==> src/rtl/alu4_wide_seq.sv <==
// Wide-operand sequencer around a shared combinational 4-bit ALU slice.
// It runs one nibble per clock, chains both carries between slices and returns a registered wide result.
module alu4_wide_seq #(
   parameter int NIBBLES = 4,
   localparam int W = 4*NIBBLES
) (
   input  logic         clk,
   input  logic         rst,
   input  logic         req_valid,
   output logic         req_ready,
   input  logic [3:0]   req_op,
   input  logic [W-1:0] req_a,
   input  logic [W-1:0] req_b,
   input  logic         req_ci,
   input  logic         req_rci,
   input  logic         req_msb_first,
   input  logic         abort,
   output logic         rsp_valid,
   input  logic         rsp_ready,
   output logic [W-1:0] rsp_y,
   output logic         rsp_co,
   output logic         rsp_rco,
   output logic         rsp_zero,
   output logic         rsp_neg,
   output logic         busy,
   output logic [3:0]   alu_op,
   output logic [3:0]   alu_a,
   output logic [3:0]   alu_b,
   output logic         alu_ci,
   output logic         alu_rci,
   input  logic [3:0]   alu_y,
   input  logic         alu_co,
   input  logic         alu_rco
);

   localparam int IW = (NIBBLES > 1) ? $clog2(NIBBLES) : 1;
   localparam logic [IW-1:0] LAST = IW'(NIBBLES-1);

   typedef enum logic [1:0] {IDLE, RUN, DONE} state_t;

   state_t                   state_q, state_d;
   logic [IW-1:0]            idx_q, idx_d;
   logic [3:0]               op_q, op_d;
   logic [NIBBLES-1:0][3:0]  a_q, a_d, b_q, b_d, y_q, y_d;
   logic                     msb_q, msb_d;
   logic                     carry_q, carry_d;
   logic                     rcarry_q, rcarry_d;
   logic                     zacc_q, zacc_d;
   logic [IW-1:0]            sel;

   assign req_ready = (state_q == IDLE) & ~abort;
   assign rsp_valid = (state_q == DONE);
   assign busy      = (state_q != IDLE);
   assign rsp_y     = y_q;
   assign rsp_co    = carry_q;
   assign rsp_rco   = rcarry_q;
   assign rsp_zero  = zacc_q;
   assign rsp_neg   = y_q[NIBBLES-1][3];

   // msb-first walks the slices top-down so right shifts carry in from above
   assign sel = msb_q ? (LAST - idx_q) : idx_q;

   always_comb begin
      state_d  = state_q;
      idx_d    = idx_q;
      op_d     = op_q;
      a_d      = a_q;
      b_d      = b_q;
      y_d      = y_q;
      msb_d    = msb_q;
      carry_d  = carry_q;
      rcarry_d = rcarry_q;
      zacc_d   = zacc_q;
      alu_op   = 4'h0;
      alu_a    = 4'h0;
      alu_b    = 4'h0;
      alu_ci   = 1'b0;
      alu_rci  = 1'b0;
      case (state_q)
         IDLE: begin
            if (req_valid && !abort) begin
               op_d     = req_op;
               a_d      = req_a;
               b_d      = req_b;
               msb_d    = req_msb_first;
               carry_d  = req_ci;
               rcarry_d = req_rci;
               idx_d    = '0;
               zacc_d   = 1'b1;
               state_d  = RUN;
            end
         end
         RUN: begin
            alu_op   = op_q;
            alu_a    = a_q[sel];
            alu_b    = b_q[sel];
            alu_ci   = carry_q;
            alu_rci  = rcarry_q;
            y_d[sel] = alu_y;
            carry_d  = alu_co;
            rcarry_d = alu_rco;
            zacc_d   = zacc_q & (alu_y == 4'h0);
            if (idx_q == LAST) state_d = DONE;
            else               idx_d   = idx_q + 1'b1;
            if (abort) state_d = IDLE;
         end
         DONE: begin
            if (abort || rsp_ready) state_d = IDLE;
         end
         default: state_d = IDLE;
      endcase
   end

   always_ff @(posedge clk) begin
      if (rst) begin
         state_q  <= IDLE;
         idx_q    <= '0;
         op_q     <= '0;
         a_q      <= '0;
         b_q      <= '0;
         y_q      <= '0;
         msb_q    <= 1'b0;
         carry_q  <= 1'b0;
         rcarry_q <= 1'b0;
         zacc_q   <= 1'b0;
      end else begin
         state_q  <= state_d;
         idx_q    <= idx_d;
         op_q     <= op_d;
         a_q      <= a_d;
         b_q      <= b_d;
         y_q      <= y_d;
         msb_q    <= msb_d;
         carry_q  <= carry_d;
         rcarry_q <= rcarry_d;
         zacc_q   <= zacc_d;
      end
   end

endmodule

==> config.mk <==
export PLATFORM = sky130hd
export DESIGN_NAME = alu4_wide_seq
export DESIGN_NICKNAME = d
export VERILOG_FILES = /design/src/rtl/alu4_wide_seq.sv
export SDC_FILE = /design/constraint.sdc
export NUM_CORES = 1
export LEC_CHECK = 0
export CAP_MARGIN = 20
export CORE_ASPECT_RATIO = 1.25
export CORE_MARGIN = 4
export CORE_UTILIZATION = 44
export CTS_BUF_LIST = sky130_fd_sc_hd__clkbuf_2
export DETAILED_ROUTE_END_ITERATION = 8
export GPL_TIMING_DRIVEN = 0
export PLACE_DENSITY_LB_ADDON = 0.25
export RECOVER_POWER = 50
export SYNTH_ARGS = -nofsm -noshare
export SYNTH_HDL_FRONTEND = slang
export SYNTH_SLANG_ARGS = --single-unit
==> constraint.sdc <==
create_clock -name clk -period 1.6 [get_ports clk]
set_clock_uncertainty 0.2 [all_clocks]
set_input_delay 0.24 -clock clk [delete_from_list [all_inputs] [get_ports clk]]
set_output_delay 0.24 -clock clk [all_outputs]
set_load 0.005 [all_outputs]
==> summary.md <==
| Metric | Value |
|---|---|
| Status | `finished with violations` |
| Failing checks | `negative setup slack` |
| Final Hold Vio Count | `0` |
| Switching pwr | `1.06 mW` |
| WP data arrival | `2050 ps` |
| Post-DRT Antenna Nets | `0` |
| GR Util All Layers | `24.8%` |
| Logic pwr share | `23.5%` |
| Cell variety after synth | `40` |
| CTS tree | `built` |
| Asr flop ratio synth | `0%` |
| Final HPWL DP | `5610 um` |
| Root Buffer | `clkbuf_2` |
| Grt ovf | `0` |
| DR iter-0 viols | `201` |
| Cells after DPL | `513` |
| Max Clock Freq | `402 MHz` |
| Clk buf depth | `2` |
| Sequential fraction of the synthesis area | `40.7%` |
| PD cells | `665 nW/um^2` |
| Register area | `1230 um^2` |
| Max Slew Vio Count | `0` |
| Vias | `3,239` |
| Core area | `6570 um^2` |
| Cts bufs inserted | `9` |
| Final #Nets | `540` |
| DRC | `0` |
| Multi-input gate area | `2180 um^2` |
| Most used flip-flop cell after synthesis | `dfxtp_1` |
| Synth area leader | `dfxtp_1` |
| Worst Hold Class | `primary input to flop` |
| Max FO, Critical Path | `7` |
| Critical path type | `flop to output pin` |
| Initial antenna violation count | `0` |
| Ratio of cells with drive above 1 in the final layout | `48.4%` |
| Synth Cell Area | `2950 um^2` |
| Setup tns final | `-37,040 ps` |
| Clock Power Share | `31.2%` |
| Hold WS | `21.7 ps` |
| Final setup fails | `77` |
| Dpl ws | `-797 ps` |
| Clk sinks | `60` |
| RSZ-0062 raised after global routing | `true` |
| Final period util | `155%` |
| Most common cell in the netlist | `nand2_1` |
| Worst vdd ir | `0.524 mV` |
| Max_cap viols | `0` |
| Synth Instances | `341` |
| Rows | `33` |
| Fin crit period | `2490 ps` |
| Largest net degree at the start of global routing | `11` |
| Die height | `99.6 um` |
| Register share of total power | `45.3%` |
| CP startpoint kind | `flop` |
| CP Capture Type | `output pin` |
| Cell Count, Final, Fillers Out | `581` |
| P_int | `2.52 mW` |
| Final antenna diode count | `0` |
| Mean Syn Cell Area | `8.66 um^2` |
| Top cells by count, synth | `nand2_1, dfxtp_1, a21oi_1` |
| DR pass1 iterations | `5` |
| Area Growth Syn to Fin | `82.5%` |
| Actual transition at the worst max-transition pin | `854 ps` |
| Critical Path RT | `1160 ps` |
| Vias in the first global route | `3,148` |
| Port Buffers | `85` |
| Gp weighted congestion | `0.783` |
| Leakage | `2.16 nW` |
| DIE WIDTH | `81.3 um` |
| Max H-tree Level | `3` |
| Layout fillers | `361` |
| Number of vias per cell | `5.57` |
| Die Area | `8100 um^2` |
| WL/cell | `20.1 um` |
| Yosys warning count | `0` |
| Worst skew pair latency | `560 ps` |
| Drt total wl | `11,700 um` |
| Top cell type's share of synthesized area | `40.7%` |
| Post-route worst setup slack | `-886 ps` |
| Sw frac | `29.6%` |
| Synthesized net count | `392` |
| Ports | `87` |
| Relative slew slack | `43.1%` |
| Initial Util | `45.0%` |
| #FFs+latches synth | `60` |
| Number of synthesized flops with an enable pin | `0` |
| Top cells by area, synth | `dfxtp_1, nand2_1, mux2i_1` |
| Global-route wire length before repair | `15,200 um` |
| Clock transition at path regs | `210 ps` |
## flip-flops by register name, summed over array words and instances, names as in the netlist
name and count:
op_q 4, rsp_neg 1, b_q 16, idx_q 2
rsp_co 1, rsp_y 15, msb_q 1, rsp_zero 1
state_q 2, rsp_rco 1, a_q 16
## worst max-delay path, stage by stage, from the launching register on
cell and delay, ps:
dfxtp_4 410, buf_6 120, buf_8 130, nand2_1 60, mux4_2 510, o22ai_2 160, buf_2 130
## cell type report
| cell class | count | share of cell area [%] |
|---|---|---|
| clock inverter | 7 | 1.51 |
| clock buffer | 9 | 0.835 |
| timing repair buffer | 140 | 26.5 |
| buffer | 25 | 5.59 |
| multi-input combinational | 251 | 40.5 |
| tap | 87 | 2.02 |
| inverter | 2 | 0.139 |
| sequential | 60 | 22.9 |
## timing repair
action / CTS / global route
cloned: 7 / 1
endpoints found under the setup margin: 88 / 93
hold endpoints to repair: 2 / 0
pin swaps: 49 / 61
buffers inserted: 33 / 17
resized for setup: 230 / 121
hold buffers: 2 / 0
## power by group through the flow
stage          clock network, mW  registers [mW]  logic (mW)
4_1_cts                     1.06            1.60       0.688
6_report                    1.12            1.62       0.843
5_1_grt                     1.17            1.63       0.881
3_3_place_gp                   0            1.62       0.472
2_1_floorplan                  0            1.62       0.255
3_5_place_dp                   0            1.63       0.478
## routing by layer
layer | track usage [%] | up-vias | part of all wire (%)
met5 | 0 | - | 0
met4 | 11.8 | 0 | 4.2
li1 | - | 1464 | -
met1 | 26.4 | 1592 | 38
met2 | 44.3 | 141 | 53
met3 | 6.61 | 42 | 4.9
## worst paths after layout
check / start / end / slack [ps] / depth (start not counted)
worst min-delay path: req_a[1] / a_q[1]$_SDFFE_PP0P_ / 20 / 3
worst max register to register: state_q[1]$_SDFFE_PP0P_ / idx_q[0]$_SDFFE_PP0P_ / -590 / 8
worst min register to register: a_q[1]$_SDFFE_PP0P_ / a_q[1]$_SDFFE_PP0P_ / 280 / 2
worst max-delay path: idx_q[1]$_SDFFE_PP0P_ / alu_a[0] / -890 / 6
## layout by cell type (no fill, tap or decap), types with 4 or more instances in the layout
cell             netlist  layout
nand2_1               83      44
clkbuf_2               0       9
clkbuf_1              10       6
mux2i_1               24      22
buf_4                  7      26
o211ai_1               5       5
buf_12                 0       8
o22ai_2                0       4
clkdlybuf4s50_1        0      48
buf_6                  4      33
nand3b_1              14      14
and2_4                 0       6
nand2b_1              28      27
mux4_2                 4       4
dfxtp_1               60      41
buf_2                  6      10
nand2_4                0      34
a21oi_2                3      40
nand2_2                0       5
buf_8                  0       5
dfxtp_2                0      16
clkdlybuf4s15_1        0      13
dlygate4sd2_1          0       6
## metrics by stage
step	power [mW]	cell area (um^2)	util [%]
2_1_floorplan	1.87	3000	-
3_3_place_gp	2.09	3960	60.2
3_5_place_dp	2.10	3960	60.2
4_1_cts	3.35	4880	74.3
5_1_grt	3.68	5390	82.1
6_report	3.59	5390	82.1
## logic make-up after synthesis
kind of cell | after synthesis | synth area share, %
XOR/XNOR | 2 | 1.23
AND/OR/NAND/NOR | 152 | 26.4
flip-flops | 60 | 40.7
multiplexers | 28 | 11.2
buffers and inverters | 30 | 5.97
AO/OA/AOI/OAI | 68 | 14.1
adder cells (fa/ha/maj) | 1 | 0.423
(Power assumes the default switching activity.)
